## src/rtl/rs_pkg.sv

```systemverilog
// rs_pkg: shared widths and the entry record for the reservation station
package rs_pkg;
    localparam int ROB_TAG_LEN    = 5;
    localparam int RS_NUM_ENTRIES = 4;
    localparam int RS_XLEN        = 32;
    localparam int RS_OP_W        = 8;
    localparam int RS_AGE_W       = $clog2(RS_NUM_ENTRIES);
    typedef struct packed {
        logic                   valid;
        logic [RS_OP_W-1:0]     op;
        logic [ROB_TAG_LEN-1:0] rob_tag;
        logic                   s1_rdy;
        logic [RS_XLEN-1:0]     s1_val;
        logic [ROB_TAG_LEN-1:0] s1_tag;
        logic                   s2_rdy;
        logic [RS_XLEN-1:0]     s2_val;
        logic [ROB_TAG_LEN-1:0] s2_tag;
        logic [RS_AGE_W-1:0]    age;
    } RS_ENTRY;
endpackage

```

## src/rtl/rs_select.sv

```systemverilog
// rs_select: oldest-ready picker; cand_i/age_i per slot in, one-hot gnt_o and valid_o out
module rs_select
    import rs_pkg::*;
#(
    parameter int N  = RS_NUM_ENTRIES,
    parameter int AW = RS_AGE_W
) (
    input  logic [N-1:0]         cand_i,
    input  logic [N-1:0][AW-1:0] age_i,
    output logic [N-1:0]         gnt_o,
    output logic                 valid_o
);
    logic [AW-1:0] best;
    logic [AW-1:0] idx;
    // strict greater-than keeps the lowest index on equal ages
    always_comb begin
        gnt_o   = '0;
        valid_o = 1'b0;
        best    = '0;
        idx     = '0;
        for (int i = 0; i < N; i++) begin
            if (cand_i[i] && (!valid_o || age_i[i] > best)) begin
                valid_o = 1'b1;
                best    = age_i[i];
                idx     = AW'(i);
            end
        end
        if (valid_o) gnt_o[idx] = 1'b1;
    end
endmodule

```

## src/rtl/reservation_station.sv

```systemverilog
// reservation_station: per-FU station holding dispatched ops until operands arrive via the CDB
//   in : dispatch_* (new op), cdb_* (wakeup broadcast), issue_grant, flush
//   out: full, free_count, insn_ready and issue_* describing the oldest ready entry
module reservation_station
    import rs_pkg::*;
#(
    parameter int NUM_ENTRIES = RS_NUM_ENTRIES,
    parameter int XLEN        = RS_XLEN,
    parameter int TAG_W       = ROB_TAG_LEN,
    parameter int OP_W        = RS_OP_W
) (
    input  logic                           clk,
    input  logic                           reset_n,
    input  logic                           flush,
    input  logic                           dispatch_valid,
    input  logic [OP_W-1:0]                dispatch_op,
    input  logic [TAG_W-1:0]               dispatch_rob_tag,
    input  logic                           dispatch_src1_ready,
    input  logic [XLEN-1:0]                dispatch_src1_value,
    input  logic [TAG_W-1:0]               dispatch_src1_tag,
    input  logic                           dispatch_src2_ready,
    input  logic [XLEN-1:0]                dispatch_src2_value,
    input  logic [TAG_W-1:0]               dispatch_src2_tag,
    input  logic                           cdb_valid,
    input  logic [TAG_W-1:0]               cdb_tag,
    input  logic [XLEN-1:0]                cdb_value,
    input  logic                           issue_grant,
    output logic                           full,
    output logic                           insn_ready,
    output logic [TAG_W-1:0]               issue_rob_tag,
    output logic [OP_W-1:0]                issue_op,
    output logic [XLEN-1:0]                issue_src1,
    output logic [XLEN-1:0]                issue_src2,
    output logic [$clog2(NUM_ENTRIES):0]   free_count
);
    localparam int AW = $clog2(NUM_ENTRIES);
    localparam int CW = AW + 1;

    typedef struct packed {
        logic             valid;
        logic [OP_W-1:0]  op;
        logic [TAG_W-1:0] rob_tag;
        logic             s1_rdy;
        logic [XLEN-1:0]  s1_val;
        logic [TAG_W-1:0] s1_tag;
        logic             s2_rdy;
        logic [XLEN-1:0]  s2_val;
        logic [TAG_W-1:0] s2_tag;
        logic [AW-1:0]    age;
    } entry_t;

    entry_t                        ent_q [NUM_ENTRIES];
    entry_t                        ent_d [NUM_ENTRIES];
    logic   [NUM_ENTRIES-1:0]          valid;
    logic   [NUM_ENTRIES-1:0]          cand;
    logic   [NUM_ENTRIES-1:0]          gnt;
    logic   [NUM_ENTRIES-1:0][AW-1:0]  ages;
    logic   [AW-1:0]                   free_idx;
    logic                              any_rdy;
    logic                              do_disp;
    logic                              do_issue;
    logic                              fwd1;
    logic                              fwd2;

    always_comb begin
        free_idx   = '0;
        free_count = '0;
        for (int i = NUM_ENTRIES - 1; i >= 0; i--) begin
            valid[i]   = ent_q[i].valid;
            cand[i]    = ent_q[i].valid & ent_q[i].s1_rdy & ent_q[i].s2_rdy;
            ages[i]    = ent_q[i].age;
            free_count = free_count + CW'(!ent_q[i].valid);
            if (!ent_q[i].valid) free_idx = AW'(i);
        end
    end

    assign full = &valid;

    rs_select #(.N(NUM_ENTRIES), .AW(AW)) u_sel (
        .cand_i  (cand),
        .age_i   (ages),
        .gnt_o   (gnt),
        .valid_o (any_rdy)
    );

    assign insn_ready = any_rdy;

    always_comb begin
        issue_rob_tag = '0;
        issue_op      = '0;
        issue_src1    = '0;
        issue_src2    = '0;
        for (int i = 0; i < NUM_ENTRIES; i++) begin
            if (gnt[i]) begin
                issue_rob_tag = ent_q[i].rob_tag;
                issue_op      = ent_q[i].op;
                issue_src1    = ent_q[i].s1_val;
                issue_src2    = ent_q[i].s2_val;
            end
        end
    end

    // full is registered state, so a same-cycle grant never makes room for a dispatch
    assign do_disp  = dispatch_valid & ~full;
    assign do_issue = issue_grant & any_rdy;
    assign fwd1     = ~dispatch_src1_ready & cdb_valid & (dispatch_src1_tag == cdb_tag);
    assign fwd2     = ~dispatch_src2_ready & cdb_valid & (dispatch_src2_tag == cdb_tag);

    always_comb begin
        for (int i = 0; i < NUM_ENTRIES; i++) begin
            ent_d[i] = ent_q[i];
            if (ent_q[i].valid && cdb_valid) begin
                if (!ent_q[i].s1_rdy && ent_q[i].s1_tag == cdb_tag) begin
                    ent_d[i].s1_rdy = 1'b1;
                    ent_d[i].s1_val = cdb_value;
                end
                if (!ent_q[i].s2_rdy && ent_q[i].s2_tag == cdb_tag) begin
                    ent_d[i].s2_rdy = 1'b1;
                    ent_d[i].s2_val = cdb_value;
                end
            end
            if (do_issue && gnt[i]) begin
                ent_d[i].valid = 1'b0;
                ent_d[i].age   = '0;
            end else if (do_disp && ent_q[i].valid && ent_q[i].age != AW'(NUM_ENTRIES - 1)) begin
                ent_d[i].age = ent_q[i].age + 1'b1;
            end
            // free_idx is chosen from registered valid bits, so a slot freed by grant is never picked
            if (do_disp && free_idx == AW'(i)) begin
                ent_d[i].valid   = 1'b1;
                ent_d[i].op      = dispatch_op;
                ent_d[i].rob_tag = dispatch_rob_tag;
                ent_d[i].s1_rdy  = dispatch_src1_ready | fwd1;
                ent_d[i].s1_val  = fwd1 ? cdb_value : dispatch_src1_value;
                ent_d[i].s1_tag  = dispatch_src1_tag;
                ent_d[i].s2_rdy  = dispatch_src2_ready | fwd2;
                ent_d[i].s2_val  = fwd2 ? cdb_value : dispatch_src2_value;
                ent_d[i].s2_tag  = dispatch_src2_tag;
                ent_d[i].age     = '0;
            end
            if (flush) ent_d[i] = '0;
        end
    end

    always_ff @(posedge clk or negedge reset_n) begin
        if (!reset_n) begin
            for (int i = 0; i < NUM_ENTRIES; i++) ent_q[i] <= '0;
        end else begin
            for (int i = 0; i < NUM_ENTRIES; i++) ent_q[i] <= ent_d[i];
        end
    end
endmodule
```

## config.mk

```make
export PLATFORM = sky130hd
export DESIGN_NAME = reservation_station
export DESIGN_NICKNAME = d
export VERILOG_FILES = /design/src/rtl/rs_pkg.sv /design/src/rtl/rs_select.sv /design/src/rtl/reservation_station.sv
export SDC_FILE = /design/constraint.sdc
export NUM_CORES = 1
export LEC_CHECK = 0
export CAP_MARGIN = 40
export CORE_UTILIZATION = 50
export CTS_CLUSTER_DIAMETER = 80
export DETAILED_ROUTE_END_ITERATION = 8
export PLACE_DENSITY = 0.83
export SYNTH_ARGS = -nofsm -noshare
export SYNTH_HDL_FRONTEND = slang
export SYNTH_SLANG_ARGS = --single-unit
```

## constraint.sdc

```tcl
create_clock -name clk -period 5.95 [get_ports clk]
set_clock_uncertainty 0.15 [all_clocks]
set_input_delay 1.19 -clock clk [delete_from_list [all_inputs] [get_ports clk]]
set_output_delay 1.19 -clock clk [all_outputs]
set_load 0.005 [all_outputs]
```

Word level (Yosys, flattened, before mapping)

Index checks and enable logic that the tools add are counted.
W data, S select, Z words.

Register bits after elaboration: 368
Bits in latches: 0
Bits in writable memories: 0
ROM bits: 0
Input bits: 132
Output and inout bits: 82
Memories kept: 0

Add/subtract/negate cells: 7
Multiply operators: 0
Div/mod/pow operators: 0
Order comparisons: 5
Eq/ne operators: 17
Shift-type cells: 0
Mux-type cells: 71
Bitwise logic cells: 19
Reductions and logical operators: 84

Operators with widths:

| kind                  | number |
|---|---|
| $mux W92              | 8 |
| $mux W33              | 16 |
| $mux W32              | 10 |
| $eq A5 B5 Y1          | 10 |
| $reduce_bool A3 Y1    | 16 |
| $mux W2               | 17 |
| $logic_and A1 B1 Y1   | 32 |
| $mux W8               | 4 |
| $mux W5               | 4 |
| $reduce_and A2 Y1     | 8 |
| $reduce_bool A4 Y1    | 4 |
| $logic_not A1 Y1      | 15 |
| $and A1 B1 Y1         | 14 |
| $mux W1               | 10 |
| $add A2 B1 Y2 const B | 4 |
| $ne A2 B2 Y1 const B  | 4 |
| $reduce_bool A2 Y1    | 4 |
| $gt A2 B2 Y1          | 3 |
| $eq A2 B2 Y1 const B  | 2 |
| $mux W4               | 1 |
| $reduce_and A4 Y1     | 1 |
| $add A2 B1 Y3         | 1 |
| $add A3 B1 Y3         | 1 |
| $logic_or A1 B1 Y1    | 3 |
| other kinds (8)       | 11 |

Depth between registers and ports, before layout

Gate-level depths: netlist (run 1).

Depth after elaboration: 24
Mapped depth: 24
Mapped depth without buffers: 20

Hierarchy

Synthesis (run 1) repeated with hierarchy kept, for this count alone.

Cell total of the unflattened synthesis: 2,416
Area, all modules: 22,083.7 µm²

By module, submodules not included:

| module              | instances | cells each | area an instance (µm²) | sequential area each (µm²) |
|---|---|---|---|---|
| reservation_station | 1         | 2,380      | 21,818.4               | 9,208.8 |
| rs_select           | 1         | 36         | 265.3                  | 0.0 |

Worst setup path after synthesis (run 1)

No wires, ideal clock.

Kind: flip-flop to output port
Start: register, netlist name ent_q[367]
End: output issue_op[0]
Data arrival time: 4.521 ns
Required time: 4.610 ns
Slack: 0.089 ns
Cell stages (with the launch flop): 24
Buffers on the path: 4
Cells stage by stage: dfrtp_1 > buf_2 > and3_1 > and2_1 > ha_1 > nand2_1 > o21ai_0 > a21oi_1 > buf_2 > buf_2 > nor2_1 > nor2_1 > ha_1 > nor2b_1 > o21ai_1 > a21oi_1 > o31ai_1 > ha_1 > nor2b_1 > o21a_1 > a221oi_2 > clkbuf_1 > a22oi_1 > o21ai_0

Longest elaborated chain between the ends: 24

Ends and longest elaborated chain:

| item                                                               | line                      | source |
|---|---|---|
| $and A1 B1 Y1 * (2 in a row)                                       | reservation_station.sv:70 | `cand[i] = ent_q[i].valid & ent_q[i].s1_rdy & ent_q[i].s2_rdy;` |
| $mux W2 or $mux W1 (tied branches)                                 | rs_select.sv:22           | `if (cand_i[i] && (!valid_o \|\| age_i[i] > best)) begin` |
| $gt A2 B2 Y1 or $logic_not A1 Y1 (tied branches)                   | rs_select.sv:22           |  |
| $logic_or A1 B1 Y1                                                 | rs_select.sv:22           |  |
| $logic_and A1 B1 Y1                                                | rs_select.sv:22           |  |
| $mux W2 or $mux W1 (tied branches)                                 | rs_select.sv:22           |  |
| $gt A2 B2 Y1 or $logic_not A1 Y1 (tied branches)                   | rs_select.sv:22           |  |
| $logic_or A1 B1 Y1                                                 | rs_select.sv:22           |  |
| (+5 left out)                                                      | n/a                       |  |
| $mux W2                                                            | rs_select.sv:22           |  |
| $lt A2 B3 Y1 (not written as such) or $ge A2 B1 Y1 (tied branches) | rs_select.sv:28           | `if (valid_o) gnt_o[idx] = 1'b1;` |
| $logic_and A1 B1 Y1 (not written as such)                          | rs_select.sv:28           |  |
| $mux W1 (not written as such)                                      | rs_select.sv:28           |  |
| $demux W1 S2                                                       | n/a                       |  |
| $mux W4 *                                                          | rs_select.sv:28           |  |
| $mux W8 (3 in a row)                                               | reservation_station.sv:94 | `if (gnt[i]) begin` |
| $mux W8 *                                                          | reservation_station.sv:94 |  |
| to (decl)                                                          | reservation_station.sv:31 | `output logic [OP_W-1:0] issue_op,` |

Every way passes the cells marked *; elsewhere a longest branch is shown, timed or not.

Worst setup path after layout (run 1)

Start: register, netlist name ent_q[353]
End: output issue_src2[19]

Longest elaborated chain between the ends: 24

Ends and longest elaborated chain:

| item                                                               | line                      | source |
|---|---|---|
| $and A1 B1 Y1 * (2 in a row)                                       | reservation_station.sv:70 |  |
| $mux W2 or $mux W1 (tied branches)                                 | rs_select.sv:22           |  |
| $gt A2 B2 Y1 or $logic_not A1 Y1 (tied branches)                   | rs_select.sv:22           |  |
| $logic_or A1 B1 Y1                                                 | rs_select.sv:22           |  |
| $logic_and A1 B1 Y1                                                | rs_select.sv:22           |  |
| $mux W2 or $mux W1 (tied branches)                                 | rs_select.sv:22           |  |
| $gt A2 B2 Y1 or $logic_not A1 Y1 (tied branches)                   | rs_select.sv:22           |  |
| $logic_or A1 B1 Y1                                                 | rs_select.sv:22           |  |
| (+5 left out)                                                      | n/a                       |  |
| $mux W2                                                            | rs_select.sv:22           |  |
| $lt A2 B3 Y1 (not written as such) or $ge A2 B1 Y1 (tied branches) | rs_select.sv:28           |  |
| $logic_and A1 B1 Y1 (not written as such)                          | rs_select.sv:28           |  |
| $mux W1 (not written as such)                                      | rs_select.sv:28           |  |
| $demux W1 S2                                                       | n/a                       |  |
| $mux W4 *                                                          | rs_select.sv:28           |  |
| $mux W32 (3 in a row)                                              | reservation_station.sv:94 |  |
| $mux W32 *                                                         | reservation_station.sv:94 |  |
| to (decl)                                                          | reservation_station.sv:33 | `output logic [XLEN-1:0] issue_src2,` |

Marks and branches as above.

==> results of run 1 <==
## power by group
group	switching (mW)	total [mW]	leakage (nW)	internal, mW
clock	1.06	2.61	0.682	1.55
combinational	0.538	0.889	4.73	0.351
sequential	0.104	2.77	4.81	2.67
total	1.70	6.27	10.2	4.57
## flip-flops by register name, summed over array words and instances, names as in the netlist
signal	cells
ages	8
ent_q	360
## repair_timing
item	4_1_cts	5_1_grt
hold buffers	0	0
cloned	4	1
endpoints found under the hold margin	0	0
endpoints found under the setup margin	77	77
setup buffers	24	16
pin swaps	51	28
resized for setup	478	70
## Yosys cell counts, drive strengths merged (6+ instances only)
| master | count |
|---|---|
| dfrtp | 368 |
| mux2i | 241 |
| nor2 | 211 |
| nand2 | 197 |
| clkbuf | 148 |
| a221oi | 130 |
| o21bai | 128 |
| a21oi | 100 |
| o21ai | 80 |
| buf | 79 |
| a22oi | 77 |
| a211oi | 71 |
| o2bb2ai | 64 |
| xor2 | 30 |
| xnor2 | 21 |
| ha | 14 |
| inv | 12 |
| nand3 | 7 |
| nor2b | 7 |
| nand4 | 6 |
| nor3 | 6 |
| nor4 | 6 |
## placed cells by master, fill, tap and decap left out, types with 43 or more instances in the layout
master,count
mux2i_1,212
a221oi_1,124
buf_2,71
clkdlybuf4s50_1,134
dfrtp_1,368
a22oi_2,49
nand2_1,194
nor2_1,209
clkbuf_16,43
o21bai_1,128
o2bb2ai_1,64
buf_4,80
o21ai_1,51
a211oi_1,67
a21oi_1,93
## cell families after synthesis
logic type	Yosys count	synth area share, %
simple gates	461	9.21
buf+inv	239	5.48
xor+xnor	51	2.16
compound gates	675	24.1
mux	243	13.5
fa+ha+maj	15	0.944
flops	368	44.5
## path summary, 6_finish.rpt
| path | slack (ns) | to | cells past startpoint |
|---|---|---|---|
| max | -0.26 | issue_src2[19] | 25 |
| min | 0.34 | ent_q[313] | 1 |
| max reg2reg | 1.33 | ages[0] | 22 |
| min reg2reg | 0.34 | ent_q[313] | 1 |
| max in group asynchronous | 4.10 | ent_q[157] | 2 |
| min in group asynchronous | 0.37 | ent_q[287] | 1 |
## final cells by class
cell class	instances	area [µm²]	area share (%)
sequential	368	9210	36.4
antenna	4	10.0	0.0395
multi-input combinational	1445	11000	43.3
tap	532	666	2.63
clock inverter	13	154	0.608
timing repair buffer	329	3040	12.0
clock buffer	62	1230	4.84
inverter	12	45.0	0.178
## per-stage QoR
stage                     hold slack [ns]  setup WS (ns)  cell area (µm²)  utilization, %
final                               0.340         -0.256            25300            62.0
after global placement              0.320         -0.284            23200            56.8
after detailed placement            0.323         -0.429            23200            56.9
after floorplan                     0.305         0.0894            20700               -
after global routing                0.347         -0.444            25300            62.0
after CTS                           0.341         -0.111            24900            61.1
## worst max-delay path, stage by stage, from the launching register on
cell	delay, ns
dfrtp_1	0.34
and3_4	0.21
nand2_4	0.06
ha_4	0.27
nor2b_4	0.13
o21ai_2	0.07
a21oi_4	0.20
mux2_4	0.35
ha_4	0.22
nand2_2	0.07
o21ai_2	0.07
a21oi_2	0.24
nand2b_1	0.13
o31ai_2	0.09
ha_1	0.31
nor2b_4	0.14
o21a_1	0.19
a221oi_4	0.32
buf_6	0.16
buf_12	0.14
buf_6	0.11
buf_6	0.09
a22oi_2	0.06
o21ai_1	0.08
buf_4	0.15
buf_6	0.09
## layer usage
| metal | vias up | global-route usage [%] | routed length (µm) | part of all wire (%) |
|---|---|---|---|---|
| li1 | 7826 | - | - | - |
| met1 | 8984 | 42.0 | 26700 | 39 |
| met2 | 1041 | 52.3 | 32300 | 47 |
| met3 | 159 | 6.51 | 6840 | 10 |
| met4 | 2 | 13.4 | 2580 | 3.8 |
| met5 | - | 0 | 13 | 0.019 |
==> impl_metrics.toml, run 1 <==
[outcome]
status = "finished with violations"
violations = "design-rule violations, negative setup slack"

[global_routing]
grt_pass1_wl_um = 105000
grtUsageTotal_pct = 32.2
antenna_found_initial = 4
first_global_vias = 18000
grt_max_degree = 152
grt_overflow_total = 0

[yosys]
yosys-top-cells-area = "dfrtp_1 (45%), mux2i_1 (10%), a221oi_1 (5.3%), o21bai_1 (4.6%), nor2_1 (3.8%)"
yosys.cell_types.count = 59
synth_edf_count = 0
synth-seq-cells = 368
yosysTopAreaCell = "dfrtp_1"
yosys_warnings = 0
synthDominantCellAreaShare_pct = 44.5
ys.flop_type = "dfrtp_1"
postSynthNetCount = 2199
synth.avg_cell_area_um2 = 10.1
seq_area_frac_synth_pct = 44.5
syn_area_mm2 = 0.0207
async_flop_share_pct = 100
syn_inst = 2052

[clocking]
cts-buffers-inserted = 41
cts.sinks = 368
ctsHtreeMaxLevel = 2
root_buffer = "clkbuf_16"
clkLatencyLatePin_ns = 0.56
clk_pin_slew_ns = 0.06
clock_path_buffers = 3
tritoncts = "built"

[floorplanning]
die_area_mm2 = 0.0422
num_rows = 74
fp.dieH_um = 205
io_pins = 214
coreArea_mm2 = 0.0408
die_x_um = 205
start_util_pct = 50.6

[sta]
period_needed_ns = 6.21
max_freq_mhz = 161
setup_violations = 77
max_slew.worst_pin.slew_ns = 0.982
worst_slack_ns = -0.256
maxSlewViolCount = 0
tns_ns = -12.14
slew_headroom_pct = 34.5
hold_viol = 0
min_period_over_period_pct = 104
rsz0062_at_grt = "yes"

[power_and_ir_drop]
power.density_mw_per_mm2 = 248
finalPower_mw = 6.27
leakagePower_nw = 10.2
ir_drop_v = 0.000163

[final_layout]
drive_above_1_share_pct = 18.7
stdcell_count = 2765
area_growth_pct = 22.5
fillers = 3171
nets = 2344

[placement]
place_hpwl_um = 40400
dp.cells = 2651
port_buffers = 213
place.gp.congestion = 0.883

[job]
maxCapViolations = 0

[critical_path]
critPathLaunch = "ent_q[353]"
timing.rr.start = "ent_q[353]"
cp-end-kind = "primary output"
arrival_ns = 4.87
cp-start-kind = "flop"
critPathRequiredTime_ns = 4.61
crit_type = "flop to primary output"
path_max_fanout = 6

[detailed_routing]
firstDrtPassIters = 8
vias = 18000
ant_nets = 0
drt_iter0_drc = 1863
drt-total-wl_um = 68400
viasPerCell = 6.51
drc_errors = 2
wl_per_cell_um = 24.7

[min_path]
min_from = "ent_q[313]"
hold_path.class = "flop to flop"
(Power assumes the default switching activity.)
==> inputs of run 2 (changes only) <==
--- a/config.mk
+++ b/config.mk
@@ -5,6 +5,7 @@
 export SDC_FILE = /design/constraint.sdc
 export NUM_CORES = 1
 export LEC_CHECK = 0
+export ABC_CLOCK_PERIOD_IN_PS = 5950
 export CAP_MARGIN = 40
 export CORE_UTILIZATION = 50
 export CTS_CLUSTER_DIAMETER = 80
==> results of run 2 <==
Same layout as run 1: the final DEF is identical, and so are final timing and power.
